<file path="src/rtl/counter_pkg.sv">
// Shared constants for the parameterised up/down counter: legal parameter
// ranges and the wrap/saturate mode encoding.
package counter_pkg;
  localparam int WIDTH_MIN    = 2;
  localparam int WIDTH_MAX    = 32;
  localparam int PRESCALE_MIN = 1;
  localparam int PRESCALE_MAX = 256;

  typedef enum logic {
    MODE_WRAP = 1'b0,
    MODE_SAT  = 1'b1
  } mode_e;
endpackage

</file>
<file path="src/rtl/prescaler_tick.sv">
// Divides enabled cycles by PRESCALE; tick is high in the enabled cycle that
// completes a period. clr restarts the period and suppresses the tick.
module prescaler_tick #(
  parameter int PRESCALE = 1
) (
  input  logic clk,
  input  logic reset,
  input  logic enable,
  input  logic clr,
  output logic tick
);
  localparam int CW = (PRESCALE > 1) ? $clog2(PRESCALE) : 1;
  localparam logic [CW-1:0] LAST = CW'(PRESCALE - 1);

  logic [CW-1:0] phase_reg, phase_next;

  always_comb begin
    phase_next = phase_reg;
    tick       = 1'b0;
    if (clr) begin
      phase_next = '0;
    end else if (enable) begin
      if (phase_reg == LAST) begin
        tick       = 1'b1;
        phase_next = '0;
      end else begin
        phase_next = phase_reg + CW'(1);
      end
    end
  end

  always_ff @(posedge clk or posedge reset) begin
    if (reset) phase_reg <= '0;
    else       phase_reg <= phase_next;
  end
endmodule

</file>
<file path="src/rtl/param_updown_counter.sv">
// Modulo/saturating up/down counter with prescaled stepping, synchronous
// clamped load, terminal-count pulse and sticky overflow/underflow flags.
module param_updown_counter
  import counter_pkg::*;
#(
  parameter int              WIDTH    = 4,
  parameter longint unsigned MOD_MAX  = (64'd1 << WIDTH) - 64'd1,
  parameter int              SATURATE = 0,
  parameter int              PRESCALE = 1
) (
  input  logic             clk,
  input  logic             reset,
  input  logic             enable,
  input  logic             load,
  input  logic             up_down,
  input  logic [WIDTH-1:0] data,
  input  logic             clear_flags,
  output logic [WIDTH-1:0] count,
  output logic             tc,
  output logic             overflow,
  output logic             underflow
);
  localparam logic [WIDTH-1:0] MAX_VAL = MOD_MAX[WIDTH-1:0];
  localparam mode_e            MODE    = (SATURATE != 0) ? MODE_SAT : MODE_WRAP;

  logic [WIDTH-1:0] count_reg, count_next;
  logic             tc_reg, tc_next;
  logic             ovf_reg, ovf_next;
  logic             unf_reg, unf_next;
  logic             step;
  logic             boundary;

  // Load doubles as the prescaler clear, so a load never coincides with a step.
  prescaler_tick #(
    .PRESCALE (PRESCALE)
  ) u_prescaler (
    .clk    (clk),
    .reset  (reset),
    .enable (enable),
    .clr    (load),
    .tick   (step)
  );

  assign boundary = up_down ? (count_reg == MAX_VAL) : (count_reg == '0);

  always_comb begin
    count_next = count_reg;
    tc_next    = 1'b0;
    ovf_next   = ovf_reg;
    unf_next   = unf_reg;
    if (load) begin
      count_next = (data > MAX_VAL) ? MAX_VAL : data;
    end else begin
      if (clear_flags) begin
        ovf_next = 1'b0;
        unf_next = 1'b0;
      end
      // A boundary step sets its flag after the clear so that set wins.
      if (step) begin
        if (boundary) begin
          tc_next = 1'b1;
          if (up_down) ovf_next = 1'b1;
          else         unf_next = 1'b1;
          if (MODE == MODE_WRAP) count_next = up_down ? '0 : MAX_VAL;
        end else begin
          count_next = up_down ? count_reg + WIDTH'(1) : count_reg - WIDTH'(1);
        end
      end
    end
  end

  always_ff @(posedge clk or posedge reset) begin
    if (reset) begin
      count_reg <= '0;
      tc_reg    <= 1'b0;
      ovf_reg   <= 1'b0;
      unf_reg   <= 1'b0;
    end else begin
      count_reg <= count_next;
      tc_reg    <= tc_next;
      ovf_reg   <= ovf_next;
      unf_reg   <= unf_next;
    end
  end

  assign count     = count_reg;
  assign tc        = tc_reg;
  assign overflow  = ovf_reg;
  assign underflow = unf_reg;
endmodule

</file>
<file path="config.mk">
export PLATFORM = sky130hd
export DESIGN_NAME = param_updown_counter
export DESIGN_NICKNAME = d
export VERILOG_FILES = /design/src/rtl/counter_pkg.sv /design/src/rtl/prescaler_tick.sv /design/src/rtl/param_updown_counter.sv
export SDC_FILE = /design/constraint.sdc
export NUM_CORES = 1
export LEC_CHECK = 0
export ABC_AREA = 1
export BUFFER_PORTS_ARGS = -buffer_cell sky130_fd_sc_hd__buf_4
export CAP_MARGIN = 20
export CORE_AREA = 2 2 39 41
export DETAILED_ROUTE_END_ITERATION = 8
export DIE_AREA = 0 0 41 43
export GPL_TIMING_DRIVEN = 0
export PLACE_DENSITY = 0.72
export SKIP_LAST_GASP = 1
export SLEW_MARGIN = 20
export SYNTH_ARGS = -nofsm -noshare
export SYNTH_HDL_FRONTEND = slang
export SYNTH_SLANG_ARGS = --single-unit
</file>
<file path="constraint.sdc">
create_clock -name clk -period 2.01 [get_ports clk]
set_clock_uncertainty 0.05 [all_clocks]
set_input_delay 0.402 -clock clk [delete_from_list [all_inputs] [get_ports clk]]
set_output_delay 0.402 -clock clk [all_outputs]
set_load 0.1 [all_outputs]
</file>
# == Word level (Yosys, flattened, before mapping) ==
# Cells that the tools add are included.
# totals
inputBits,10
elab_cells,37
out_inout_bits,7
reg_bits,8
# op_classes
magnitude_cmp,1
mux,24
eq_ne,1
reduce_logical,3
addsub,3
# op_table
operator,n
$mux W4,6
$mux W1,18
$add A4 B1 Y4 const B,1
$eq A4 B4 Y1 const B,1
$gt A4 B4 Y1 const B,1
$logic_not A4 Y1,1
$reduce_bool A2 Y1,2
$sub A4 B1 Y4 const B,1
$add A1 B1 Y1 const B,1

# == Longest topological paths before layout ==
# logic_depth
depth_word,5
depth_mapped,8
ltp_nobuf,8

# == Modules after synthesis ==
# A second synthesis with hierarchy kept.
# hier_totals
hier_cells,66
area_unflattened_um2,485.5
# by_module_without_submodules
module,cells_per_inst,instances,area_each_um2,seq_area_each_um2
param_updown_counter,64,1,475.5,175.2
prescaler_tick,2,1,10.0,0.0

# == Worst setup path before layout ==
# Ideal clock, no wire load.
# synth_path
path_kind,register to register
from,"reg count_reg[2], in the netlist count[2]"
to,"reg count_reg[3], in the netlist count[3]"
setup_slack_ns,0.074
stages_incl_launch_ff,7
path_buffers,0
arrival_time_ns,1.769
required_time_ns,1.843
cell_sequence,dfrtp_1 > ha_1 > or2_1 > nand2_1 > nand2_1 > nand3_1 > nand2_1
# synth_between
elab_chain_cells,5
word_cells_on_any_way,9
cone_classes,add/sub (2); eq/ne (1); mux (5); reduce/logical (1)
# synth_lines
item,line_no,rtl
from (decl),param_updown_counter.sv:26,"logic [WIDTH-1:0] count_reg, count_next;"
from (signal assigned),param_updown_counter.sv:79,count_reg <= count_next;
$sub A4 B1 Y4 (tied with other cells),param_updown_counter.sv:66,count_next = up_down ? count_reg + WIDTH'(1) : count_reg - WIDTH'(1);
$mux W4 / $mux W1 (equally long branches),"param_updown_counter.sv:66, param_updown_counter.sv:44",
$mux W4 (*),param_updown_counter.sv:60,if (boundary) begin
$mux W4 (*),param_updown_counter.sv:59,if (step) begin
$mux W4 (*),param_updown_counter.sv:51,if (load) begin
# Every way passes the cells marked *; elsewhere a longest branch is shown, timed or not. The select of a mux whose other input is x is not followed.
# A chain may end at the register's enable or synchronous reset.

# == Worst setup path in the final report ==
# layout_path
from,"reg count_reg[1], in the netlist count[1]"
to,out count[1]
# layout_rtl
item,line_no,rtl
to (decl),param_updown_counter.sv:18,"output logic [WIDTH-1:0] count,"
# No word-level cell between the ends.

==> results.ini <==
[run_status]
outcome = finished, final reports clean

[critical_path]
crit_fanout = 6
max_stage_delay_ps = 470
endpoint_kind = primary output
arrival_ps = 1070
crit_path_top_delay_cell = dfrtp_1
path_buf_inv = 1
critical-path-top-delay-family = flip-flops
startpoint_type = register
criticalPathCategory = register to primary output
path_cells = buf_4
crit_required_ps = 1560

[floorplanning]
ios = 17
die_y_um = 43
die_x_um = 41
dieArea_um2 = 1760
rows = 14
start_util = 0.345
core_area_um2 = 1380

[run]
cap_violations = 0

[clock_network]
cts_max_path_buffers = 2
cts_sinks = 7
clk_pin_slew_ps = 60
cts_root_buffer = clkbuf_4
post_cts_buffers = 0
h-tree-depth = 1
worstSkewPairLatency_ps = 270
cts_tree = built
ctsResizeCount = 0
numCtsBuffers = 3
hold_buffers = 0

[yosys]
synth_async_sr_flop_share = 1.00
syn_nets = 74
ys_top_cells_by_area = dfrtp_1 37%, nand2_1 13%, nor2_4 7.1%, inv_1 5.5%, ha_1 5.2%
syn_area_um2 = 478
ys.flop_type = dfrtp_1
synthCells = 61
synth_top_area_share = 0.366
post_synth_fa_ha_maj_area_fraction = 0.0942
synth_edf_count = 0
synthMuxAreaShare = 0
syn_area_per_cell_um2 = 7.84
synth.distinct_cells = 18
synth.most_common_cell = nand2_1
ys_ff_latch = 7
synth_compound_gate_area_share = 0.0785
synth_top_family_by_area = simple AND/OR/NAND/NOR gates
synthTopCellsByCount = 17 x nand2_1, 7 x dfrtp_1, 7 x inv_1, 5 x nand3_1, 4 x nor2_1
synthXorXnorAreaFrac = 0.0183
ys_seq_area_frac = 0.366
synth-simple-area-share = 0.364
synth_warnings = 0
synth_area_leader_cell = dfrtp_1

[timing]
fin_crit_ps = 1530
slew_headroom = 0.817
tightestPinTransition_ps = 274
drv_slew = 0
rsz0062_at_grt = no
holdWs_ps = 12.9
fmaxAchievable_mhz = 655
tns_ps = 0
setup_viol = 0
hold_viol = 0
post-route-period-util = 0.759

[power]
p_per_area_nw_per_um2 = 866
p_leak_uw = 0.000359
peakVddDrop_v = 0.000358

[worst_hold_path]
hold_path.class = input port to async pin

[grt]
grt_pass1_wl_um = 1750
gr-total-overflow = 0
first_global_vias = 431
antenna_found_initial = 0
grt_max_degree = 9
groute.usage.overall = 0.157

[detailed_routing]
wl_met1_um = 418
drt-total-wl_um = 1080
wl_met2_um = 574
dr.pass1.iters = 4
drc = 0
wire_per_inst_um = 11.2
initialDrtViolationCount = 2
num_vias = 458
ant_nets = 0
highest_layer = met4
dr_wl_met3_um = 49
via_per_inst = 4.72

[placed_design]
port_buffers = 16
gp_congestion = 0.803
dp_hpwl_um = 835

[final_layout]
nets = 95
largest_reg_flops = 4
regArea_um2 = 175
fillers = 149
layout-drive-gt1-share = 0.358
syn_to_final_growth_pct = 34.8
antenna_cells = 0
multiInputGateArea_um2 = 265

-- power breakdown --
part           switching, µW  total [µW]  internal, µW
Combinational            175         241          66.5
Clock                   64.5         141          76.6
Sequential              20.6         176           156
-- cells in the final DEF (no fill, tap or decap) --
| cell type | Yosys | final |
|---|---|---|
| nand2_2 | 1 | 1 |
| buf_4 | 0 | 16 |
| nand2_1 | 17 | 17 |
| o211ai_1 | 1 | 1 |
| or2_1 | 1 | 1 |
| xor2_1 | 1 | 1 |
| o21ai_0 | 2 | 2 |
| ha_1 | 2 | 2 |
| inv_2 | 3 | 3 |
| nand2_4 | 1 | 1 |
| inv_1 | 7 | 7 |
| clkbuf_1 | 0 | 1 |
| a22oi_1 | 2 | 2 |
| clkbuf_4 | 0 | 3 |
| dfrtp_1 | 7 | 7 |
| o21ai_1 | 1 | 1 |
| nor2_1 | 4 | 4 |
| nor2_2 | 2 | 2 |
| nand3_1 | 5 | 5 |
| fa_1 | 1 | 1 |
| nor2_4 | 3 | 3 |
-- metal layers --
metal,global-route usage,vias up
met3,0.0628,5
met4,0.100,0
met2,0.238,17
met1,0.172,205
li1,-,231
met5,0,-
-- worst paths after layout --
check	from	cells past startpoint	slack (ps)	end
worst max-delay path	count[1]	1	480	count[1]
worst min-delay path	reset	2	10	count[1]
worst max register to register	count[2]	6	630	count[3]
worst min register to register	underflow	2	460	underflow
max in group asynchronous	reset	2	1680	overflow
min in group clk	data[0]	3	340	count[0]
-- per-stage QoR --
stage                     total power (µW)   util  cells  instance area, µm²  setup WS, ps
after global routing                   592  0.466     97                 644           437
after floorplan                        361      -     61                 478          74.0
final                                  558  0.466     97                 644           484
after CTS                              564  0.466     97                 644           465
after detailed placement               422  0.447     93                 618           416
after global placement                 417  0.447     93                 618           437
-- logic make-up after synthesis --
logic type | after synthesis
AO/OA/AOI/OAI | 6
XOR/XNOR | 1
adder cells (fa/ha/maj) | 3
buffers and inverters | 10
AND/OR/NAND/NOR | 34
flip-flops | 7
-- cell type report --
| class | instances | share of cell area |
|---|---|---|
| Tap cell | 16 | 0.0311 |
| Sequential cell | 7 | 0.272 |
| Timing Repair Buffer | 16 | 0.186 |
| Inverter | 10 | 0.0583 |
| Clock buffer | 4 | 0.0408 |
| Multi-Input combinational cell | 44 | 0.412 |
Power figures use the tool's default switching activity.
